===== src/rtl/seq_bit_serializer_pkg.sv =====
// ============================================================================
// Module   : seq_pkg
// Purpose  : Shared state encoding and sizing helper for the bit serializer.
// Revision : 1.0
// ============================================================================
`default_nettype none

package seq_pkg;

    localparam logic [1:0] SER_IDLE   = 2'd0;
    localparam logic [1:0] SER_SHIFT  = 2'd1;
    localparam logic [1:0] SER_PARITY = 2'd2;

    // Ceiling log2, used to size the bit counter.
    function automatic int clog2(input int value);
        int result;
        int v;
        result = 0;
        v      = value - 1;
        while (v > 0) begin
            result = result + 1;
            v      = v >> 1;
        end
        return result;
    endfunction

endpackage

`default_nettype wire


===== src/rtl/seq_bit_serializer.sv =====
// ============================================================================
// Module   : seq_bit_serializer
// Purpose  : MSB-first serializer feeding the sequence detector; back-to-back
//            words with no idle bit. Optional macro SEQ_SER_PARITY_EN appends
//            an even-parity bit after each word.
// Revision : 1.0
// ============================================================================
`default_nettype none

module seq_bit_serializer
    import seq_pkg::*;
#(
    parameter int WIDTH = 8
) (
    input  logic             clk,
    input  logic             reset,
    input  logic [WIDTH-1:0] din,
    input  logic             din_valid,
    output logic             din_ready,
    output logic             x_out,
    output logic             x_valid,
    output logic             word_done
);

    localparam int               c_cnt_w    = (clog2(WIDTH) > 0) ? clog2(WIDTH) : 1;
    localparam logic [c_cnt_w-1:0] c_last_cnt = c_cnt_w'(WIDTH - 1);
`ifndef SEQ_SER_PARITY_EN
    localparam logic [c_cnt_w-1:0] c_penult_cnt = c_cnt_w'(WIDTH - 2);
`endif

    logic [1:0]         r_state,     w_state_nxt;
    logic [WIDTH-1:0]   r_shift,     w_shift_nxt;
    logic [c_cnt_w-1:0] r_bit_cnt,   w_bit_cnt_nxt;
    logic               r_x_out,     w_x_out_nxt;
    logic               r_x_valid,   w_x_valid_nxt;
    logic               r_word_done, w_word_done_nxt;
    logic               w_xfer;
`ifdef SEQ_SER_PARITY_EN
    logic               r_parity,    w_parity_nxt;
`endif

    // Readiness depends only on state and count, never on din_valid.
`ifdef SEQ_SER_PARITY_EN
    assign din_ready = (r_state == SER_IDLE) || (r_state == SER_PARITY);
`else
    assign din_ready = (r_state == SER_IDLE) ||
                       ((r_state == SER_SHIFT) && (r_bit_cnt == c_last_cnt));
`endif
    assign w_xfer = din_valid && din_ready;

    always_comb begin
        w_state_nxt     = r_state;
        w_shift_nxt     = r_shift;
        w_bit_cnt_nxt   = r_bit_cnt;
        w_x_out_nxt     = 1'b0;
        w_x_valid_nxt   = 1'b0;
        w_word_done_nxt = 1'b0;
`ifdef SEQ_SER_PARITY_EN
        w_parity_nxt    = r_parity;
`endif
        if (w_xfer) begin
            w_state_nxt   = SER_SHIFT;
            w_shift_nxt   = din;
            w_bit_cnt_nxt = '0;
            w_x_out_nxt   = din[WIDTH-1];
            w_x_valid_nxt = 1'b1;
`ifdef SEQ_SER_PARITY_EN
            w_parity_nxt  = ^din;
`endif
        end else begin
            case (r_state)
                SER_SHIFT: begin
                    if (r_bit_cnt != c_last_cnt) begin
                        w_bit_cnt_nxt = r_bit_cnt + 1'b1;
                        w_shift_nxt   = r_shift << 1;
                        w_x_out_nxt   = r_shift[WIDTH-2];
                        w_x_valid_nxt = 1'b1;
`ifndef SEQ_SER_PARITY_EN
                        w_word_done_nxt = (r_bit_cnt == c_penult_cnt);
`endif
                    end else begin
`ifdef SEQ_SER_PARITY_EN
                        w_state_nxt     = SER_PARITY;
                        w_x_out_nxt     = r_parity;
                        w_x_valid_nxt   = 1'b1;
                        w_word_done_nxt = 1'b1;
`else
                        w_state_nxt     = SER_IDLE;
`endif
                    end
                end
                SER_PARITY: w_state_nxt = SER_IDLE;
                default:    w_state_nxt = SER_IDLE;
            endcase
        end
    end

    always_ff @(posedge clk) begin
        if (reset) begin
            r_state     <= SER_IDLE;
            r_shift     <= '0;
            r_bit_cnt   <= '0;
            r_x_out     <= 1'b0;
            r_x_valid   <= 1'b0;
            r_word_done <= 1'b0;
`ifdef SEQ_SER_PARITY_EN
            r_parity    <= 1'b0;
`endif
        end else begin
            r_state     <= w_state_nxt;
            r_shift     <= w_shift_nxt;
            r_bit_cnt   <= w_bit_cnt_nxt;
            r_x_out     <= w_x_out_nxt;
            r_x_valid   <= w_x_valid_nxt;
            r_word_done <= w_word_done_nxt;
`ifdef SEQ_SER_PARITY_EN
            r_parity    <= w_parity_nxt;
`endif
        end
    end

    assign x_out     = r_x_out;
    assign x_valid   = r_x_valid;
    assign word_done = r_word_done;

endmodule

`default_nettype wire


===== config.mk =====
export PLATFORM = sky130hd
export DESIGN_NAME = seq_bit_serializer
export DESIGN_NICKNAME = d
export VERILOG_FILES = /design/src/rtl/seq_bit_serializer_pkg.sv /design/src/rtl/seq_bit_serializer.sv
export SDC_FILE = /design/constraint.sdc
export NUM_CORES = 1
export LEC_CHECK = 0
export ABC_AREA = 1
export ABC_CLOCK_PERIOD_IN_PS = 1600
export CAP_MARGIN = 20
export CORE_AREA = 5 5 53 55
export DETAILED_ROUTE_END_ITERATION = 8
export DIE_AREA = 0 0 58 60
export PLACE_DENSITY = 0.52
export SLEW_MARGIN = 25
export SYNTH_ARGS = -nofsm -noshare
export SYNTH_HDL_FRONTEND = slang
export SYNTH_SLANG_ARGS = --single-unit

===== constraint.sdc =====
create_clock -name clk -period 1.6 [get_ports clk]
set_clock_uncertainty 0.05 [all_clocks]
set_input_delay 0.48 -clock clk [delete_from_list [all_inputs] [get_ports clk]]
set_output_delay 0.48 -clock clk [all_outputs]
set_load 0.01 [all_outputs]

==> qor.yml <==
global_routing:
  grt_pass1_wl_um: 2570
  grt_start_max_net_pins: 19
  overflow: 0
  grt_util_all_layers_pct: 9.47
  grt_pass1_vias: 645
  antenna_found_initial: 0
logic_synthesis:
  synth_ff_type: "dfxtp_1"
  async_reset_ff_share_pct: 0
  yosysWarnings: 0
  synth.distinct_cells: 14
  synth_edf_count: 0
  synthTopCellsByArea: "dfxtp_1 (44%), nand3_1 (17%), nand2_1 (11%)"
  postSynthCellCount: 84
  synth_fp_nets: 98
  synth.top_cells.by_count: "nand3_1 (21), nand2_1 (19), dfxtp_1 (14)"
  syn-mean-instance-area_um2: 7.57
  yosys_register_bits: 14
  synth_top_cell_area_share_pct: 44.1
  ys_seq_area_share_pct: 44.1
  yosysMostFrequentCell: "nand3_1"
  synth.largest_area_cell: "dfxtp_1"
  synthesis.area_um2: 636
setup_path:
  critPathRequiredTime_ns: 1.07
  crit_type: "flop to output port"
  cp_data_arrival_time_ns: 1.15
  end_kind: "output port"
  slowest_stage: "dfxtp_2"
  worstPathCellList: "ha_4 -> ha_4 -> inv_2 -> nand2_4 -> buf_6"
  cp_max_fo: 2
  cpMostUsedCell: "ha_4"
  cpPeakStageDelay_ns: 0.35
  cp_num_buf_inv: 2
  crit_family: "flip-flops"
  cp-start-kind: "flop"
cells_and_area:
  regArea_um2: 283
  diodes: 0
  fin_util_pct: 40.4
  synthToLayoutAreaGrowth_pct: 49.0
  multi_input_area_um2: 317
  nFillCells: 260
  drive_above_1_share_pct: 23.6
  layout.nets: 125
place:
  hpwl_um: 1020
  routabilityCongestion: 0.742
  io_buffers: 14
sta:
  worstMarginPinSlew_ns: 0.223
  layout_min_cycle_time_ns: 1.68
  drv_slew: 0
  setup_violations: 1
  fmax_mhz: 596
  rsz0062_at_grt: "yes"
  hold_viol_final: 0
  setup_ws_ns: -0.0785
  worst_hold_slack_ns: 0.415
  slew-limit-headroom_pct: 85.1
  min_period_over_period_pct: 105
power_and_ir_drop:
  seqPwrFrac_pct: 49.7
  p_clk_share_pct: 33.8
  combPwrFrac_pct: 16.5
  netSwitchingFraction_pct: 24.4
  p_sw_mw: 0.184
  ir_worst_vdd_mv: 0.378
  internal_power_mw: 0.572
  leakagePower_nw: 0.442
  p_per_area_nw_per_um2: 799
floorplan:
  core_area_um2: 2340
  rows: 18
  die_w_um: 58
  ios: 15
  die_h_um: 60
  start_util_pct: 27.1
  dieArea_um2: 3480
drt:
  wirelength_um: 1360
  dr.pass1.iters: 5
  via_per_inst: 4.27
  ant_nets: 0
  drtIter0Drc: 9
  drcViolationCount: 0
  vias: 598
  post_drt_wl_per_cell_um: 9.74
clocking:
  clk_latency_ns: 0.27
  cts_root_buffer: "clkbuf_4"
  path_clk_slew_ns: 0.09
  cts.path.max_buffers: 2
  htreeDepth: 1
  cts-buffers-inserted: 3
  clock-sinks: 14
  cts_tree: "done"
hold_path:
  min_path_type: "flop to flop"
flow_run:
  maxCapViolations: 0
status:
  status: "complete, but fails checks"
  violations: "negative setup slack"
-- cell type report --
| type | instances | share of cell area, % |
|---|---|---|
| timing repair buffer | 25 | 24.6 |
| sequential | 14 | 29.9 |
| multi-input combinational | 56 | 33.4 |
| inverter | 11 | 4.36 |
| clock buffer | 4 | 3.83 |
| tap | 30 | 3.96 |
-- per-layer routing --
layer	share of wire (%)	global-route usage, %
met1	49	11.4
met2	46	16.6
met3	4.3	2.16
met4	1.4	2.98
met5	0	0
-- layout by cell type (no fill, tap or decap) --
cell type         n
nand3_1          21
nand2_1          19
dfxtp_1          12
clkdlybuf4s50_1  10
buf_4            10
inv_1             9
nor2_1            4
a21oi_1           4
clkbuf_4          3
dlygate4sd2_1     3
inv_2             2
ha_4              2
dfxtp_2           2
nand2_4           1
nor2_4            1
o21ai_1           1
or2_2             1
a21oi_2           1
ha_1              1
clkbuf_8          1
buf_6             1
buf_12            1
-- power groups by stage --
stage	Combinational (mW)	Clock (mW)	Sequential [mW]
global route	0.141	0.285	0.378
global placement	0.126	0	0.383
finish	0.125	0.256	0.376
floorplan	0.0612	0	0.383
CTS	0.130	0.264	0.376
detailed placement	0.126	0	0.383
-- cell families (layout without fill, tap and decap cells) --
logic type                 count (synthesis)  after routing  share of synthesized area (%)
buffers and inverters                     14             40                           10.6
and+or+nand+nor                           47             47                           34.6
AOI/OAI and AO/OA                          6              6                           4.72
DFF                                       14             14                           44.1
adders and majority gates                  3              3                           5.91
-- path summary, 6_finish.rpt --
check	startpoint	to	slack [ns]	cells after the start
max	r_bit_cnt[0]$_SDFFE_PP0P_	din_ready	-0.08	5
min	r_shift[0]$_SDFFE_PP0P_	r_shift[0]$_SDFFE_PP0P_	0.41	2
max reg2reg	r_bit_cnt[0]$_SDFFE_PP0P_	r_bit_cnt[1]$_SDFFE_PP0P_	0.12	7
min reg2reg	r_shift[0]$_SDFFE_PP0P_	r_shift[0]$_SDFFE_PP0P_	0.41	2
-- metrics by stage --
| stage | TNS (ns) | cell area [µm²] | std cells | power [mW] | worst slack, ns |
|---|---|---|---|---|---|
| after global routing | -0.123 | 947 | 140 | 0.805 | -0.123 |
| final | -0.0785 | 947 | 140 | 0.756 | -0.0785 |
| after floorplan | 0 | 636 | 84 | 0.444 | 0.0755 |
| after detailed placement | -0.217 | 882 | 136 | 0.509 | -0.204 |
| after global placement | -0.196 | 882 | 136 | 0.509 | -0.188 |
| after CTS | -0.0880 | 958 | 141 | 0.770 | -0.0880 |
-- flip-flops by register name (all words and copies together), names as in the netlist --
name and flops:
r_state 1, x_out 1, word_done 1, x_valid 1, r_shift 7, r_bit_cnt 3
-- worst reg2reg max path, cell delays in order (launching register included) --
cell     delay, ns
dfxtp_2       0.35
ha_4          0.16
ha_4          0.15
inv_2         0.06
nand2_4       0.04
buf_4         0.19
or2_2         0.29
a21oi_2       0.12
-- timing repair --
action	CTS	global route
endpoints found under the setup margin	4	2
resized for setup	16	0
endpoints found under the hold margin	0	0
buffers inserted	1	0
hold buffers	0	0
pin swaps	1	1
Note: power is estimated with default switching activity, not from simulation.
